`config.mk`:
```
export PLATFORM = sky130hd
export DESIGN_NAME = lfsr_vector_gen_flat
export DESIGN_NICKNAME = d
export VERILOG_FILES = /design/src/rtl/lfsr_pkg.sv /design/src/rtl/lfsr_vector_gen_if.sv /design/src/rtl/lfsr_channel.sv /design/src/rtl/lfsr_vector_gen.sv /design/src/flat_wrapper.sv
export SDC_FILE = /design/constraint.sdc
export NUM_CORES = 1
export LEC_CHECK = 0
export CAP_MARGIN = 15
export CORE_UTILIZATION = 49
export CTS_CLUSTER_SIZE = 28
export DETAILED_ROUTE_END_ITERATION = 10
export MAX_ROUTING_LAYER = met4
export PLACE_DENSITY = 0.83
export SETUP_SLACK_MARGIN = 0.1
export SLEW_MARGIN = 20
export SYNTH_ARGS = -nofsm -noshare
export SYNTH_HDL_FRONTEND = slang
export SYNTH_SLANG_ARGS = --single-unit
```
`constraint.sdc`:
```
create_clock -name clk -period 2.13 [get_ports clk]
set_input_delay 0.3195 -clock clk [delete_from_list [all_inputs] [get_ports clk]]
set_output_delay 0.3195 -clock clk [all_outputs]
set_load 0.01 [all_outputs]
```
`src/rtl/lfsr_pkg.sv`:
```
`default_nettype none
// ============================================================================
// Module      : lfsr_pkg
// Description : Shared types, tap masks and the LFSR step function for the
//               multi-channel LFSR vector generator.
//               - gen_state_e  : generator FSM encoding (IDLE / RUN / DONE)
//               - c_poly_w3..8 : maximal-length Fibonacci tap masks
//               - default_poly : tap mask lookup by channel width
//               - lfsr_next    : one Fibonacci step, {s << 1, ^(s & poly)}
// Revision    : 1.0 - initial release
// ============================================================================
package lfsr_pkg;

    // Widest channel the step function handles. Channels zero-extend
    // their state and tap mask to this width and keep the low bits of
    // the result.
    localparam int c_lfsr_max_w = 32;

    typedef enum logic [1:0] {
        IDLE = 2'd0,
        RUN  = 2'd1,
        DONE = 2'd2
    } gen_state_e;

    // Tap masks for next = {s[W-2:0], ^(s & POLY)}; each one is maximal
    // length (period 2^W - 1).
    localparam logic [2:0] c_poly_w3 = 3'b110;       // x^3+x^2+1
    localparam logic [3:0] c_poly_w4 = 4'b1100;      // x^4+x^3+1
    localparam logic [4:0] c_poly_w5 = 5'b10100;     // x^5+x^3+1
    localparam logic [5:0] c_poly_w6 = 6'b110000;    // x^6+x^5+1
    localparam logic [6:0] c_poly_w7 = 7'b1100000;   // x^7+x^6+1
    localparam logic [7:0] c_poly_w8 = 8'b10111000;  // x^8+x^6+x^5+x^4+1

    // Tap mask for a given width. Widths without a table entry get
    // x^W+x^(W-1)+1: it never locks up from a non-zero seed, but it is
    // not guaranteed to be maximal length.
    function automatic logic [c_lfsr_max_w-1:0] default_poly(input int width);
        logic [c_lfsr_max_w-1:0] v_poly;
        case (width)
            3:       v_poly = c_lfsr_max_w'(c_poly_w3);
            4:       v_poly = c_lfsr_max_w'(c_poly_w4);
            5:       v_poly = c_lfsr_max_w'(c_poly_w5);
            6:       v_poly = c_lfsr_max_w'(c_poly_w6);
            7:       v_poly = c_lfsr_max_w'(c_poly_w7);
            8:       v_poly = c_lfsr_max_w'(c_poly_w8);
            default: v_poly = (c_lfsr_max_w'(1) << (width - 1))
                            | (c_lfsr_max_w'(1) << (width - 2));
        endcase
        return v_poly;
    endfunction

    // One Fibonacci step. The operands are zero-extended, so the upper
    // bits add nothing to the feedback XOR, and the low W bits of the
    // result equal {s[W-2:0], ^(s & poly)}.
    function automatic logic [c_lfsr_max_w-1:0] lfsr_next(
        input logic [c_lfsr_max_w-1:0] state,
        input logic [c_lfsr_max_w-1:0] poly
    );
        return {state[c_lfsr_max_w-2:0], ^(state & poly)};
    endfunction

endpackage : lfsr_pkg
`default_nettype wire

```
`src/rtl/lfsr_vector_gen_if.sv`:
```
`default_nettype none
// ============================================================================
// Module      : lfsr_vector_gen_if
// Description : Output stream of the LFSR vector generator.
//               out_data  : NUM_CH*WIDTH, channel k at [k*WIDTH +: WIDTH]
//               out_valid : vector available
//               out_ready : consumer accepts when out_valid & out_ready
//               wrap_out  : NUM_CH per-channel wrap flags, aligned with out_data
//               master = generator side, slave = consumer side.
//               WIDTH and NUM_CH must match the generator instance.
// Revision    : 1.0 - initial release
// ============================================================================
interface lfsr_vector_gen_if #(
    parameter int WIDTH  = 4,
    parameter int NUM_CH = 3
);
    logic [NUM_CH*WIDTH-1:0] out_data;
    logic                    out_valid;
    logic                    out_ready;
    logic [NUM_CH-1:0]       wrap_out;

    modport master (
        output out_data,
        output out_valid,
        output wrap_out,
        input  out_ready
    );

    modport slave (
        input  out_data,
        input  out_valid,
        input  wrap_out,
        output out_ready
    );
endinterface : lfsr_vector_gen_if
`default_nettype wire

```
`src/rtl/lfsr_channel.sv`:
```
`default_nettype none
// ============================================================================
// Module      : lfsr_channel
// Description : One Fibonacci LFSR channel with a seed register.
//               clk, rst : clock, asynchronous active-high reset
//               load     : load seed into the seed and state registers
//               seed     : seed value; zero is replaced by 0...01
//               step     : advance the state by one LFSR step
//               state    : current (registered) state
//               wrap     : next state equals the seed; only meaningful
//                          in a cycle where step is high
// Revision    : 1.0 - initial release
// ============================================================================
module lfsr_channel
    import lfsr_pkg::*;
#(
    parameter int               WIDTH = 4,
    parameter logic [WIDTH-1:0] POLY  = WIDTH'(default_poly(WIDTH))
) (
    input  wire              clk,
    input  wire              rst,
    input  wire              load,
    input  wire [WIDTH-1:0]  seed,
    input  wire              step,
    output logic [WIDTH-1:0] state,
    output logic             wrap
);

    localparam logic [WIDTH-1:0] c_one = WIDTH'(1);

    logic [WIDTH-1:0] seed_q,  seed_d;
    logic [WIDTH-1:0] state_q, state_d;
    logic [WIDTH-1:0] w_next;
    logic [WIDTH-1:0] w_seed_fix;

    // The all-zero state is a fixed point of the LFSR, so a zero seed
    // is replaced by 0...01.
    assign w_seed_fix = (seed == '0) ? c_one : seed;

    assign w_next = WIDTH'(lfsr_next(c_lfsr_max_w'(state_q), c_lfsr_max_w'(POLY)));

    always_comb begin
        seed_d  = seed_q;
        state_d = state_q;
        if (load) begin
            seed_d  = w_seed_fix;
            state_d = w_seed_fix;
        end else if (step) begin
            state_d = w_next;
        end
    end

    always_ff @(posedge clk or posedge rst) begin
        if (rst) begin
            seed_q  <= c_one;
            state_q <= c_one;
        end else begin
            seed_q  <= seed_d;
            state_q <= state_d;
        end
    end

    assign state = state_q;
    assign wrap  = (w_next == seed_q);

endmodule : lfsr_channel
`default_nettype wire

```
`src/rtl/lfsr_vector_gen.sv`:
```
`default_nettype none
// ============================================================================
// Module      : lfsr_vector_gen
// Description : Multi-channel LFSR stimulus generator with seed load,
//               independent or cascade (odometer) stepping, burst-length
//               control and a valid/ready output stream.
//               clk, rst  : clock, asynchronous active-high reset
//               start     : pulse, begins a burst from IDLE
//               stop      : pulse, aborts a burst in RUN (no done pulse)
//               cascade   : 0 = all channels step, 1 = odometer; latched at start
//               burst_len : vectors per burst, latched at start; 0 = unbounded
//               seed_load : pulse, loads seed_data (IDLE only)
//               seed_data : channel k seed at [k*WIDTH +: WIDTH]
//               busy      : high in RUN
//               done      : one-cycle pulse after the final accept
//               out_if    : out_data / out_valid / out_ready / wrap_out
// Revision    : 1.0 - initial release
// ============================================================================
module lfsr_vector_gen
    import lfsr_pkg::*;
#(
    parameter int               WIDTH  = 4,
    parameter int               NUM_CH = 3,
    parameter logic [WIDTH-1:0] POLY   = WIDTH'(default_poly(WIDTH)),
    parameter int               CNT_W  = 16
) (
    input  wire                     clk,
    input  wire                     rst,
    input  wire                     start,
    input  wire                     stop,
    input  wire                     cascade,
    input  wire [CNT_W-1:0]         burst_len,
    input  wire                     seed_load,
    input  wire [NUM_CH*WIDTH-1:0]  seed_data,
    output logic                    busy,
    output logic                    done,
    lfsr_vector_gen_if.master       out_if
);

    gen_state_e          state_q,   state_d;
    logic                cascade_q, cascade_d;
    logic [CNT_W-1:0]    len_q,     len_d;
    logic [CNT_W-1:0]    cnt_q,     cnt_d;
    logic [NUM_CH-1:0]   wrap_q,    wrap_d;

    logic                    w_accept;
    logic                    w_load;
    logic                    w_last;
    logic [CNT_W-1:0]        w_cnt_inc;
    logic [NUM_CH-1:0]       w_step;
    logic [NUM_CH-1:0]       w_wrap;
    logic [NUM_CH*WIDTH-1:0] w_state;

    assign w_accept  = (state_q == RUN) && out_if.out_ready;
    assign w_load    = (state_q == IDLE) && seed_load;
    assign w_cnt_inc = cnt_q + CNT_W'(1);
    // The count never exceeds a non-zero burst_len, so the increment
    // cannot overflow on this path.
    assign w_last    = w_accept && (len_q != '0) && (w_cnt_inc == len_q);

    // ------------------------------------------------------------------
    // Channels and step enables. In cascade mode channel k steps when
    // every lower channel steps and wraps in this cycle; that is the AND
    // of the lower wrap flags (a channel's wrap depends only on its own
    // registers), which keeps the enable free of any chain through
    // w_step itself.
    // ------------------------------------------------------------------
    for (genvar k = 0; k < NUM_CH; k++) begin : g_ch
        if (k == 0) begin : g_head
            assign w_step[k] = w_accept;
        end else begin : g_tail
            assign w_step[k] = w_accept && (!cascade_q || (&w_wrap[k-1:0]));
        end

        lfsr_channel #(
            .WIDTH (WIDTH),
            .POLY  (POLY)
        ) u_channel (
            .clk   (clk),
            .rst   (rst),
            .load  (w_load),
            .seed  (seed_data[k*WIDTH +: WIDTH]),
            .step  (w_step[k]),
            .state (w_state[k*WIDTH +: WIDTH]),
            .wrap  (w_wrap[k])
        );
    end

    // ------------------------------------------------------------------
    // Next-state logic
    // ------------------------------------------------------------------
    always_comb begin
        state_d   = state_q;
        cascade_d = cascade_q;
        len_d     = len_q;
        cnt_d     = cnt_q;
        // Flags only the wraps of channels that actually stepped.
        wrap_d    = w_step & w_wrap;

        case (state_q)
            IDLE: begin
                if (start) begin
                    len_d     = burst_len;
                    cascade_d = cascade;
                    cnt_d     = '0;
                    state_d   = RUN;
                end
            end
            RUN: begin
                // Saturates for unbounded bursts instead of wrapping.
                if (w_accept && (cnt_q != {CNT_W{1'b1}})) begin
                    cnt_d = w_cnt_inc;
                end
                // Completion outranks a coincident stop.
                if (w_last) begin
                    state_d = DONE;
                end else if (stop) begin
                    state_d = IDLE;
                end
            end
            DONE: begin
                state_d = IDLE;
            end
            default: begin
                state_d = IDLE;
            end
        endcase
    end

    always_ff @(posedge clk or posedge rst) begin
        if (rst) begin
            state_q   <= IDLE;
            cascade_q <= 1'b0;
            len_q     <= '0;
            cnt_q     <= '0;
            wrap_q    <= '0;
        end else begin
            state_q   <= state_d;
            cascade_q <= cascade_d;
            len_q     <= len_d;
            cnt_q     <= cnt_d;
            wrap_q    <= wrap_d;
        end
    end

    // All outputs come from registers; out_ready only affects the next state.
    assign out_if.out_data  = w_state;
    assign out_if.out_valid = (state_q == RUN);
    assign out_if.wrap_out  = wrap_q;
    assign busy             = (state_q == RUN);
    assign done             = (state_q == DONE);

endmodule : lfsr_vector_gen
`default_nettype wire

```
`src/flat_wrapper.sv`:
```
// flat-port wrapper written by rule: the top's interface ports become plain ports
module lfsr_vector_gen_flat import lfsr_pkg::*;
#(
    parameter int               WIDTH  = 4,
    parameter int               NUM_CH = 3,
    parameter logic [WIDTH-1:0] POLY   = WIDTH'(default_poly(WIDTH)),
    parameter int               CNT_W  = 16
)
  (clk, rst, start, stop, cascade, burst_len, seed_load, seed_data, busy, done, out_if_out_data, out_if_out_valid, out_if_wrap_out, out_if_out_ready);
  lfsr_vector_gen_if #(.WIDTH(WIDTH), .NUM_CH(NUM_CH)) out_if_i ();
  input  wire clk;
  input  wire rst;
  input  wire start;
  input  wire stop;
  input  wire cascade;
  input  wire [CNT_W-1:0] burst_len;
  input  wire seed_load;
  input  wire [NUM_CH*WIDTH-1:0] seed_data;
  output logic busy;
  output logic done;
  output wire logic [$bits(out_if_i.out_data)-1:0] out_if_out_data;
  output wire logic [$bits(out_if_i.out_valid)-1:0] out_if_out_valid;
  output wire logic [$bits(out_if_i.wrap_out)-1:0] out_if_wrap_out;
  input wire logic [$bits(out_if_i.out_ready)-1:0] out_if_out_ready;
  assign out_if_out_data = out_if_i.out_data;
  assign out_if_out_valid = out_if_i.out_valid;
  assign out_if_wrap_out = out_if_i.wrap_out;
  assign out_if_i.out_ready = out_if_out_ready;
  lfsr_vector_gen #(.WIDTH(WIDTH), .NUM_CH(NUM_CH), .POLY(POLY), .CNT_W(CNT_W)) u_core (.clk(clk), .rst(rst), .start(start), .stop(stop), .cascade(cascade), .burst_len(burst_len), .seed_load(seed_load), .seed_data(seed_data), .busy(busy), .done(done), .out_if(out_if_i));
endmodule
```
==> results.tsv, run 1 <==
stage	metric	value	unit
run_status	status	complete, but fails checks	
run_status	violations	negative setup slack	
place	placed_cells	546	
logic_synthesis	yosys_warnings	0	
logic_synthesis	synthFlopType	dfrtp_1	
worst_setup_path	worst_path_largest_cell_delay	0.48	ns
routing	first_iter_violations	384	
place	finalWeightedCongestion	0.950	
logic_synthesis	synthSimpleGateAreaFrac	25.9	%
timing	tightest_slew	0.530	ns
timing	rsz0062_at_grt	true	
die	die-area	7460	um2
logic_synthesis	synth_common_cells	nand2_1, dfrtp_1, o21ai_0, nor2_1, xor2_1	
clock_network	clk_path_buf_depth	2	
clock_network	path_clk_slew	0.07	ns
routing	vias_per_cell	5.84	
timing	max_slew_margin	64.6	%
timing	fin_crit_sh	102	%
hold_path	min_path_type	input port to asynchronous set/reset pin	
worst_setup_path	cp_slowest_cell	nor4_1	
grt	antenna_found_initial	0	
power	p_leak	2.09	nW
logic_synthesis	synth_area	3490	um2
cells_and_area	drive_gt1_share	16.1	%
clock_network	h-tree-depth	3	
routing	wl_per_cell	16.7	um
cells_and_area	area_growth	31.6	%
die	die_x	86.4	um
grt	track_usage	27.9	%
worst_setup_path	end_kind	flip-flop	
logic_synthesis	yosysMostFrequentCell	nand2_1	
timing	drv_slew	0	
worst_setup_path	cp_common_cell	buf_4	
timing	setup_slack	-0.0443	ns
logic_synthesis	yosysTopAreaCell	dfrtp_1	
place	hpwl	6230	um
place	pre_cts_slack	-0.0517	ns
power	power_density	887	nW/um2
logic_synthesis	synth_edf_count	0	
timing	finalCriticalPeriod	2.17	ns
timing	fin_hold_ws	0.357	ns
die	coreArea	6830	um2
timing	hold_viol_final	0	
clock_network	cts_buffers	9	
place	dpl_cell_area	4180	um2
logic_synthesis	synth_compound_gate_area_share	13.7	%
logic_synthesis	avgSynthCellArea	8.72	um2
grt	grt_pass1_vias	3326	
clock_network	clk_latency	0.35	ns
place	io_buffers	52	
cells_and_area	stdcell_area	4590	um2
timing	final-setup-viol-count	1	
logic_synthesis	synthAdderAreaFrac	0.359	%
run	drv_cap	0	
logic_synthesis	synth_nets	436	
logic_synthesis	synth.area.top_cells	dfrtp_1, nand2_1, dfstp_2, xor2_1, o21ai_0	
clock_network	cts_root_buf	clkbuf_8	
logic_synthesis	synth_top_family_by_area	simple AND/OR/NAND/NOR gates	
die	boundaryPins	53	
logic_synthesis	synthCells	400	
routing	ant_nets	0	
routing	drt-total-wl	9500	um
timing	max_freq	460	MHz
cells_and_area	final_nets	502	
timing	skew	0.0108	ns
worst_setup_path	start_kind	flip-flop	
routing	first_pass_iters	5	
routing	drc	0	
worst_setup_path	cp.required	2.35	ns
logic_synthesis	synth_seq_cells	62	
logic_synthesis	synthMuxAreaShare	2.87	%
routing	num_vias	3311	
die	die_h	86.4	um
logic_synthesis	synthArstFlopShare	100	%
worst_setup_path	worst_path_dominant_cell_family	simple AND/OR/NAND/NOR gates	
cells_and_area	stdcell_count	567	
worst_setup_path	cp_max_fo	11	
grt	grt_overflow	0	
power	ir_worst_vdd	617	uV
cells_and_area	antenna_cells	0	
die	fp-row-count	30	
worst_setup_path	path_cells	buf_4, nand3_1, buf_4, o21a_1, nor4_1, o211ai_1, nor4_2, a21oi_1	
worst_setup_path	crit_buf_inv	2	
clock_network	cts_sinks	62	
logic_synthesis	synth_xor_area_share	8.04	%
grt	grt_pass1_wl	15600	um
die	start_util	51.0	%
timing	tns	-0.0443	ns
worst_setup_path	crit_arrival	2.40	ns
clock_network	cts_tree	yes	
logic_synthesis	synth.top_cell.area_share	40.2	%
grt	grt_max_degree	35	
logic_synthesis	ys_types	53	
worst_setup_path	path_class	flip-flop to flip-flop	
logic_synthesis	synth_seq_area_share	44.7	%
[per-layer routing]
metal / part of all wire, % / track usage [%] / vias up / routed length [um]
met4: 3.7 / 15.5 / 0 / 350
li1: - / - / 1518 / -
met2: 50 / 45.6 / 158 / 4780
met1: 40 / 32.3 / 1597 / 3840
met5: 0 / - / - / 0
met3: 5.5 / 5.71 / 38 / 527
[tightest hold or removal path, stage by stage]
cell and delay, ns:
clkdlybuf4s50_1 0.41, inv_2 0.06, buf_4 0.32
[state kept, by name, indices dropped and copies added (netlist names)]
register                      cells
u_core.cnt_q                     16
u_core.len_q                     16
u_core.g_ch.u_channel.seed_q     12
u_core.g_ch.u_channel.state      12
u_core.out_if.wrap_out            3
u_core.state_q                    2
u_core.cascade_q                  1
[cells in the final DEF (no fill, tap or decap), types with 5 or more instances in the layout]
cell type / n
mux2i_1: 9
nor2_1: 18
dfstp_2: 6
o21ai_0: 28
buf_4: 28
nor2b_1: 5
nand3_1: 12
xor2_1: 18
dfrtp_1: 54
o31ai_1: 7
nand2_1: 102
xnor2_1: 14
clkdlybuf4s50_1: 52
a21oi_1: 6
nor3_1: 10
nor4_1: 6
clkbuf_8: 9
o211ai_1: 6
[metrics by stage]
stage,util [%],power [mW]
floorplan,-,2.27
global placement,61.2,2.69
detailed placement,61.2,2.74
CTS,65.5,4.03
global route,67.2,4.26
finish,67.2,4.07
[worst paths after layout]
kind / startpoint / cells past startpoint / slack, ns / to
setup / recovery: u_core.cnt_q[1] / 8 / -0.04 / u_core.state_q[0]
setup reg to reg: u_core.cnt_q[1] / 8 / -0.04 / u_core.state_q[0]
max in group asynchronous: rst / 3 / 1.41 / u_core.cnt_q[8]
hold / removal: rst / 3 / 0.36 / u_core.g_ch[1].u_channel.seed_q[3]
hold reg to reg: u_core.g_ch[1].u_channel.seed_q[0] / 2 / 0.48 / u_core.g_ch[1].u_channel.seed_q[0]
min in group clk: u_core.g_ch[1].u_channel.seed_q[0] / 2 / 0.48 / u_core.g_ch[1].u_channel.seed_q[0]
[layout make-up]
class	count	area (um2)
clock buffer	12	135
clock inverter	4	95.1
fill	531	2240
inverter	5	18.8
multi-input combinational	307	1910
sequential	62	1560
tap	96	120
timing repair buffer	81	751
[kinds of logic after synthesis]
| family | Yosys count |
|---|---|
| DFF | 62 |
| and+or+nand+nor | 190 |
| adders and majority gates | 1 |
| buffers and inverters | 31 |
| muxes | 10 |
| AOI/OAI and AO/OA | 74 |
| xor gates and xnor gates | 32 |
[what timing repair did]
| action | CTS | global route |
|---|---|---|
| resized for setup | 8 | 22 |
| setup endpoints to repair | 15 | 22 |
| hold endpoints to repair | 0 | 0 |
| hold buffers | 0 | 0 |
| setup buffers | 2 | 3 |
| pin swaps | 4 | 7 |
[power breakdown]
part           internal, mW  switching (mW)  total, mW  leakage, nW
clock network         0.778           0.473       1.25        0.115
logic                 0.578           0.564       1.14         1.19
registers              1.41           0.266       1.68        0.780
Note: power is estimated with default switching activity, not from simulation.
==> run 2: changes to the inputs <==
- CTS_CLUSTER_DIAMETER: not set -> 100
==> results of run 2 <==
Final layout, timing and power as in run 1 (identical DEF).
